### src/rtl/apb_slave_regfile_if.sv
// APB link bundle between the requester (master) and the register-file completer (slave).
// Signals: psel/penable/pwrite/paddr/pwdata (master->slave), pready/prdata/pslverr (slave->master).
interface apb_slave_regfile_if #(
    parameter int ADDR_W = 8,
    parameter int DATA_W = 8
);
    logic              psel;
    logic              penable;
    logic              pwrite;
    logic [ADDR_W-1:0] paddr;
    logic [DATA_W-1:0] pwdata;
    logic              pready;
    logic [DATA_W-1:0] prdata;
    logic              pslverr;

    modport master (
        output psel, penable, pwrite, paddr, pwdata,
        input  pready, prdata, pslverr
    );

    modport slave (
        input  psel, penable, pwrite, paddr, pwdata,
        output pready, prdata, pslverr
    );
endinterface

### src/rtl/apb_slave_regfile.sv
// APB completer register file with programmable wait states (WAIT_STATES access cycles).
// Ports: pclk, preset (async, active-high), apb (slave modport: psel/penable/pwrite/
// paddr/pwdata in, pready/prdata/pslverr out, all outputs registered).
// Macro APB_SLVERR_EN: paddr >= DEPTH completes with pslverr=1 and no access;
// when undefined, out-of-range addresses alias onto the low index bits.
module apb_slave_regfile #(
    parameter int ADDR_W      = 8,
    parameter int DATA_W      = 8,
    parameter int DEPTH       = 32,
    parameter int WAIT_STATES = 1
) (
    input logic                 pclk,
    input logic                 preset,
    apb_slave_regfile_if.slave  apb
);
    localparam int IDX_W = (DEPTH > 1) ? $clog2(DEPTH) : 1;

    typedef enum logic {IDLE, ACCESS} state_e;

    state_e            state_q;
    logic [3:0]        cnt_q;
    logic              pready_q;
    logic              pslverr_q;
    logic [DATA_W-1:0] prdata_q;
    logic              write_q;
    logic              err_q;
    logic [IDX_W-1:0]  idx_q;
    logic [DATA_W-1:0] wdata_q;
    logic [DATA_W-1:0] regs_q [DEPTH];

    logic [IDX_W-1:0]  idx_d;
    logic              err_d;
    logic [DATA_W-1:0] rdata_setup;
    logic [DATA_W-1:0] rdata_acc;
    logic              unused_paddr;

    assign idx_d = apb.paddr[IDX_W-1:0];
    // upper address bits only matter for the range check
    assign unused_paddr = ^apb.paddr;

`ifdef APB_SLVERR_EN
    assign err_d = {1'b0, apb.paddr} >= (ADDR_W + 1)'(DEPTH);
`else
    assign err_d = 1'b0;
`endif

    // setup-time read path is only used when WAIT_STATES == 0
    assign rdata_setup = (apb.pwrite || err_d) ? '0 : regs_q[idx_d];
    assign rdata_acc   = (write_q || err_q) ? '0 : regs_q[idx_q];

    always_ff @(posedge pclk or posedge preset) begin
        if (preset) begin
            state_q   <= IDLE;
            cnt_q     <= '0;
            pready_q  <= 1'b0;
            pslverr_q <= 1'b0;
            prdata_q  <= '0;
            write_q   <= 1'b0;
            err_q     <= 1'b0;
            idx_q     <= '0;
            wdata_q   <= '0;
            for (int i = 0; i < DEPTH; i++) begin
                regs_q[i] <= '0;
            end
        end else begin
            unique case (state_q)
                IDLE: begin
                    pready_q  <= 1'b0;
                    pslverr_q <= 1'b0;
                    prdata_q  <= '0;
                    if (apb.psel && !apb.penable) begin
                        idx_q   <= idx_d;
                        write_q <= apb.pwrite;
                        wdata_q <= apb.pwdata;
                        err_q   <= err_d;
                        cnt_q   <= 4'(WAIT_STATES);
                        state_q <= ACCESS;
                        if (WAIT_STATES == 0) begin
                            pready_q  <= 1'b1;
                            pslverr_q <= err_d;
                            prdata_q  <= rdata_setup;
                        end
                    end
                end
                ACCESS: begin
                    if (!apb.psel) begin
                        // requester abort: drop the transfer
                        state_q   <= IDLE;
                        cnt_q     <= '0;
                        pready_q  <= 1'b0;
                        pslverr_q <= 1'b0;
                        prdata_q  <= '0;
                    end else if (apb.penable) begin
                        if (pready_q) begin
                            if (write_q && !err_q) begin
                                regs_q[idx_q] <= wdata_q;
                            end
                            state_q   <= IDLE;
                            pready_q  <= 1'b0;
                            pslverr_q <= 1'b0;
                            prdata_q  <= '0;
                        end else begin
                            cnt_q <= cnt_q - 4'd1;
                            if (cnt_q == 4'd1) begin
                                pready_q  <= 1'b1;
                                pslverr_q <= err_q;
                                prdata_q  <= rdata_acc;
                            end
                        end
                    end
                end
                default: state_q <= IDLE;
            endcase
        end
    end

    assign apb.pready  = pready_q;
    assign apb.prdata  = prdata_q;
    assign apb.pslverr = pslverr_q;
endmodule
### src/flat_wrapper.sv
// flat-port wrapper written by rule: the top's interface ports become plain ports
module apb_slave_regfile_flat 
#(
    parameter int ADDR_W      = 8,
    parameter int DATA_W      = 8,
    parameter int DEPTH       = 32,
    parameter int WAIT_STATES = 1
)
  (pclk, preset, apb_psel, apb_penable, apb_pwrite, apb_paddr, apb_pwdata, apb_pready, apb_prdata, apb_pslverr);
  apb_slave_regfile_if #(.ADDR_W(ADDR_W), .DATA_W(DATA_W)) apb_i ();
  input logic pclk;
  input logic preset;
  input wire logic [$bits(apb_i.psel)-1:0] apb_psel;
  input wire logic [$bits(apb_i.penable)-1:0] apb_penable;
  input wire logic [$bits(apb_i.pwrite)-1:0] apb_pwrite;
  input wire logic [$bits(apb_i.paddr)-1:0] apb_paddr;
  input wire logic [$bits(apb_i.pwdata)-1:0] apb_pwdata;
  output wire logic [$bits(apb_i.pready)-1:0] apb_pready;
  output wire logic [$bits(apb_i.prdata)-1:0] apb_prdata;
  output wire logic [$bits(apb_i.pslverr)-1:0] apb_pslverr;
  assign apb_i.psel = apb_psel;
  assign apb_i.penable = apb_penable;
  assign apb_i.pwrite = apb_pwrite;
  assign apb_i.paddr = apb_paddr;
  assign apb_i.pwdata = apb_pwdata;
  assign apb_pready = apb_i.pready;
  assign apb_prdata = apb_i.prdata;
  assign apb_pslverr = apb_i.pslverr;
  apb_slave_regfile #(.ADDR_W(ADDR_W), .DATA_W(DATA_W), .DEPTH(DEPTH), .WAIT_STATES(WAIT_STATES)) u_core (.pclk(pclk), .preset(preset), .apb(apb_i));
endmodule
### config.mk
export PLATFORM = sky130hd
export DESIGN_NAME = apb_slave_regfile_flat
export DESIGN_NICKNAME = d
export VERILOG_FILES = /design/src/rtl/apb_slave_regfile_if.sv /design/src/rtl/apb_slave_regfile.sv /design/src/flat_wrapper.sv
export SDC_FILE = /design/constraint.sdc
export NUM_CORES = 1
export LEC_CHECK = 0
export ABC_AREA = 1
export CAP_MARGIN = 20
export CORE_MARGIN = 1.5
export CORE_UTILIZATION = 28
export CTS_CLUSTER_SIZE = 14
export DETAILED_ROUTE_END_ITERATION = 10
export DONT_BUFFER_PORTS = 1
export PLACE_DENSITY_LB_ADDON = 0.12
export SYNTH_ARGS = -nofsm -noshare
export SYNTH_HDL_FRONTEND = slang
export SYNTH_SLANG_ARGS = --single-unit
### constraint.sdc
create_clock -name pclk -period 10.3 [get_ports pclk]
set_input_delay 0 -clock pclk [delete_from_list [all_inputs] [get_ports pclk]]
set_output_delay 0 -clock pclk [all_outputs]
set_load 0.05 [all_outputs]
==> flow_summary.json, run 1 <==
{
  "status": "finished clean",
  "endpoint_kind": "flop",
  "design_area_um2": 15200,
  "grt_pass1_vias": 10777,
  "fin_setup_tns_ns": 0,
  "firstDrtPassIters": 5,
  "fp.dieH_um": 223,
  "ant_nets": 0,
  "nFillCells": 5142,
  "ioPinCount": 31,
  "port_buffers": 0,
  "hold_buffers": 18,
  "gr-usage-met2": 0.272,
  "synthDistinctLibCells": 29,
  "grt_max_degree": 95,
  "cts_setup_buffers": 0,
  "wl_per_cell_um": 17.2,
  "synthCells": 1766,
  "fin_nets": 1757,
  "ys_seq_area_frac": 0.525,
  "fin_ws_ns": 7.13,
  "grt_use_total": 0.169,
  "path_clk_slew_ns": 0.06,
  "areaGrowthSynthToFinish_pct": 12.4,
  "max_freq_mhz": 316,
  "dp_hpwl_mm": 23.5,
  "max-cap-violations": 0,
  "grt-busiest-layer": "met2",
  "fp.dieW_um": 223,
  "antenna_cells": 0,
  "synth.avg_cell_area_um2": 7.67,
  "root_buffer": "clkbuf_16",
  "route.vias.total": 10768,
  "worstMarginPinSlew_ns": 1.03,
  "final_util": 0.319,
  "h-tree-depth": 2,
  "layout_common_cells": "nand2_1, dfrtp_1, o21ai_1",
  "drt_iter0_markers": 776,
  "r2r-start": "u_core.idx_q[0]",
  "core-area_um2": 47700,
  "ys_seq_elements": 284,
  "cts_buffers": 36,
  "ys.warnings.count": 0,
  "skew_ns": 0.0156,
  "vdd_drop_max_uv": 124,
  "critPathKind": "reg -> reg",
  "start_util": 0.284,
  "post_cts_resized": 0,
  "place_area_um2": 13900,
  "antenna_found_initial": 0,
  "drt-vias-per-instance": 4.54,
  "period_needed_ns": 3.17,
  "worstPathArrival_ns": 3.63,
  "synth_nets": 1789,
  "p_per_area_nw_per_um2": 181,
  "cts_tree": "yes",
  "slew-limit-headroom": 0.314,
  "hold_ws_ns": 0.0302,
  "cp_max_fo": 76,
  "hold_path_class": "in -> reg",
  "hp-start": "apb_penable",
  "routed_wl_mm": 40.8,
  "worstPathRequired_ns": 10.76,
  "max-clock-path-buffers": 3,
  "drcViolationCount": 0,
  "seq_area_um2": 7110,
  "post-route-period-util": 0.307,
  "dp_cells": 2293,
  "hold_viol": 0,
  "critPathLaunch": "u_core.idx_q[0]",
  "drive_gt1_frac": 0.0877,
  "maxSlewViolCount": 0,
  "gp_congestion": 0.765,
  "rsz0062_at_grt": "false",
  "use_met1": 0.235,
  "dpl_worst_slack_ns": 7.03,
  "grt-ovfl-total": 0,
  "multiInputGateArea_um2": 5750,
  "grt_pass1_wl_mm": 64.7,
  "fin_cells": 2371,
  "rows": 80,
  "p_total_mw": 2.75,
  "final_common_cell": "nand2_1",
  "insertion_delay_ns": 0.53,
  "clock_sinks": 284,
  "p_leak_nw": 7.61,
  "critPathLaunchType": "flop",
  "dieArea_um2": 49700,
  "grtUsageMet3": 0.0216,
  "finalSetupViolations": 0,
  "syn_area_um2": 13500
}
## layer usage
| metal | part of all wire | vias to the layer above |
|---|---|---|
| met5 | 0 | - |
| met4 | 0.025 | 0 |
| met3 | 0.025 | 48 |
| met2 | 0.46 | 125 |
| met1 | 0.49 | 5131 |
| li1 | - | 5464 |
## sequential cells by signal, summed over array words and instances, names as in the netlist
register and flops:
u_core.idx_q 5, u_core.write_q 1, u_core.wdata_q 8, u_core.cnt_q 4, u_core.state_q 1, u_core.regs_q 256
u_core.apb.pready 1, u_core.apb.prdata 8
## final timing paths
kind / end / slack [ns] / depth (start not counted)
min in group asynchronous: u_core.regs_q[146] / 0.08 / 2
min reg2reg: u_core.regs_q[66] / 0.48 / 2
min: u_core.idx_q[0] / 0.03 / 5
max in group asynchronous: u_core.regs_q[47] / 7.88 / 4
max: u_core.apb.prdata[1] / 7.13 / 12
max reg2reg: u_core.apb.prdata[1] / 7.13 / 12
## area by class of cell
cell class / instances / share of cell area
well taps: 615 / 0.0505
repair buffers: 35 / 0.0202
multi-input cells: 1344 / 0.377
clock inverters: 8 / 0.00592
flip-flops and latches: 284 / 0.467
clock buffers: 52 / 0.0698
inverters: 33 / 0.00920
## Yosys cell counts (all sizes together)
| master | instances | share of area |
|---|---|---|
| dfrtp | 284 | 0.52 |
| mux2 | 1 | 0.00083 |
| clkbuf | 42 | 0.012 |
| nand4 | 1 | 0.00046 |
| inv | 33 | 0.0095 |
| nand2 | 1003 | 0.28 |
| nor3b | 1 | 0.00055 |
| o21ai | 261 | 0.10 |
| nor2 | 45 | 0.019 |
| buf | 63 | 0.030 |
| xor2 | 1 | 0.00065 |
| ha | 2 | 0.0018 |
| o31ai | 1 | 0.00055 |
| conb | 1 | 0.00028 |
| nand3 | 3 | 0.0020 |
| nor3 | 10 | 0.0080 |
| a21oi | 14 | 0.0052 |
## critical path: stages (launching register included)
cell     delay (ns)
dfrtp_4        0.60
inv_4          0.72
buf_4          0.75
nand2_1        0.10
nand2_1        0.09
nand2_1        0.06
nand2_1        0.11
nand2_1        0.05
nand2_1        0.20
nor2_1         0.12
nand2_1        0.11
nand2_1        0.06
nand2_1        0.07
## cells by family after synthesis
group                      Yosys count  share of synthesized area
muxes                                1                   0.000831
adders and majority gates            2                    0.00185
buffers and inverters              138                     0.0513
other                                1                   0.000277
AOI/OAI and AO/OA                  276                      0.106
xor gates and xnor gates             1                   0.000647
DFF                                284                      0.525
and+or+nand+nor                   1063                      0.314
## power breakdown
group	total (mW)	internal [mW]	switching, mW
combinational	0.340	0.0476	0.292
clock	1.25	0.761	0.486
sequential	1.16	1.14	0.0259
total	2.75	1.95	0.804
(Power assumes the default switching activity.)
==> run 2, diff against run 1 <==
- clock period: 10.3 -> 3 ns (I/O delays scaled with it)
==> run 2 against run 1 <==
  * Worst hold slack improved by 0.0077 ns
  * Fmax increased by 45%
  * First-iteration DRC count shrank 16%
  * Sequential cell count unchanged
  * Sequential share of layout area is 0.71 points lower
  * Setup slack worse by 6.3 ns
  * Clock power grew to 3.3 times the previous value
  * Clock skew grew 0.0014 ns
  * Via count increased by 0.46%
  * Critical path depth is 6 lower
  * Critical path type unchanged
  * Largest cell class unchanged
  * Highest routed layer unchanged
==> flow_summary.json, run 2 (synthesis gave the netlist of run 1 again) <==
{
  "status": "finished clean",
  "rows": 80,
  "path_clk_slew_ns": 0.06,
  "hold_viol": 0,
  "firstDrtPassIters": 7,
  "antenna_found_initial": 0,
  "clock_sinks": 284,
  "nFillCells": 5107,
  "hold_buffers": 18,
  "fp.dieW_um": 223,
  "routed_wl_mm": 41.1,
  "port_buffers": 0,
  "worstPathRequired_ns": 3.36,
  "vdd_drop_max_uv": 404,
  "r2r-start": "u_core.idx_q[0]",
  "ant_nets": 0,
  "route.vias.total": 10818,
  "seq_area_um2": 7110,
  "final_common_cell": "nand2_1",
  "root_buffer": "clkbuf_16",
  "dp_hpwl_mm": 25.1,
  "hold_path_class": "in -> async",
  "ioPinCount": 31,
  "skew_ns": 0.0170,
  "grt_pass1_wl_mm": 65.3,
  "grt_pass1_vias": 10869,
  "dieArea_um2": 49700,
  "drive_gt1_frac": 0.0969,
  "worstPathArrival_ns": 2.54,
  "cts_setup_buffers": 0,
  "p_total_mw": 9.41,
  "slew-limit-headroom": 0.405,
  "insertion_delay_ns": 0.53,
  "max-clock-path-buffers": 3,
  "max-cap-violations": 0,
  "finalSetupViolations": 0,
  "grt_use_total": 0.171,
  "drcViolationCount": 0,
  "drt_iter0_markers": 653,
  "areaGrowthSynthToFinish_pct": 14.1,
  "endpoint_kind": "flop",
  "h-tree-depth": 2,
  "fp.dieH_um": 223,
  "maxSlewViolCount": 0,
  "final_util": 0.324,
  "worstMarginPinSlew_ns": 0.891,
  "drt-vias-per-instance": 4.53,
  "rsz0062_at_grt": "false",
  "largest_register_ffs": 256,
  "grt_max_degree": 82,
  "start_util": 0.284,
  "cts_tree": "yes",
  "antenna_cells": 0,
  "post-route-period-util": 0.726,
  "critPathLaunch": "u_core.idx_q[0]",
  "gp_congestion": 0.784,
  "max_freq_mhz": 459,
  "critPathKind": "reg -> reg",
  "grt-ovfl-total": 0,
  "critPathLaunchType": "flop",
  "layout_common_cells": "nand2_1, dfrtp_1, o21ai_1",
  "top_register": "u_core.regs_q",
  "post_cts_resized": 0,
  "wl_per_cell_um": 17.2,
  "p_per_area_nw_per_um2": 608,
  "multiInputGateArea_um2": 5750,
  "p_leak_nw": 7.72,
  "core-area_um2": 47700,
  "cts_buffers": 36,
  "fin_nets": 1774,
  "cp_max_fo": 30,
  "period_needed_ns": 2.18
}
==> run 2: changes by cell type in the layout (fill, tap and decap cells not counted) <==
cell,previous run,this run
buf_12,0,12
clkinv_2,7,11
clkinvlp_4,0,2
bufinv_16,2,1
clkbuf_8,8,5
clkbuf_1,7,8
inv_8,1,0
buf_4,17,22
==> run 2: where the power goes <==
part | leakage [nW] | internal (mW) | switching (mW)
Clock | 0.555 | 2.46 | 1.67
Combinational | 3.25 | 0.261 | 1.02
Sequential | 3.92 | 3.91 | 0.0845
==> run 2: metal layers <==
layer  global-route usage  routed length, um
met1                0.238              20100
met4               0.0500                917
met2                0.278              19000
met5                    0                  0
met3               0.0196               1020
==> run 2: path summary, 6_finish.rpt <==
path	to	slack [ns]	depth (start not counted)
worst max register to register	u_core.regs_q[55]	0.82	6
worst min register to register	u_core.regs_q[135]	0.48	2
max in group asynchronous	u_core.regs_q[54]	2.10	3
min in group pclk	u_core.wdata_q[6]	0.08	2
worst min-delay path	u_core.regs_q[153]	0.04	2
worst max-delay path	u_core.regs_q[55]	0.82	6
==> run 2: metrics by stage <==
step           hold slack, ns  cell area, um2  worst slack, ns  TNS, ns  cells
2_1_floorplan           0.135           13600           -0.763  -216.77   1766
3_3_place_gp         -0.00705           14200            0.800        0   2310
3_5_place_dp        -0.000385           14200            0.784        0   2310
4_1_cts                0.0390           15500            0.769        0   2390
5_1_grt                0.0700           15500            0.611        0   2390
6_report               0.0379           15500            0.823        0   2390
==> run 2: area by class of cell <==
class | instances | area share
Inverter | 33 | 0.00882
Clock inverter | 12 | 0.00566
Clock buffer | 50 | 0.0663
Multi-Input combinational cell | 1344 | 0.372
Tap cell | 615 | 0.0498
Timing Repair Buffer | 52 | 0.0379
Sequential cell | 284 | 0.460
==> run 2: critical path: stages, from the launching register on <==
cell and delay [ns]:
dfrtp_4 0.67, inv_4 0.17, buf_12 0.21, nor2_4 0.38, nand2_2 0.33, nand2_1 0.12, o21ai_0 0.08
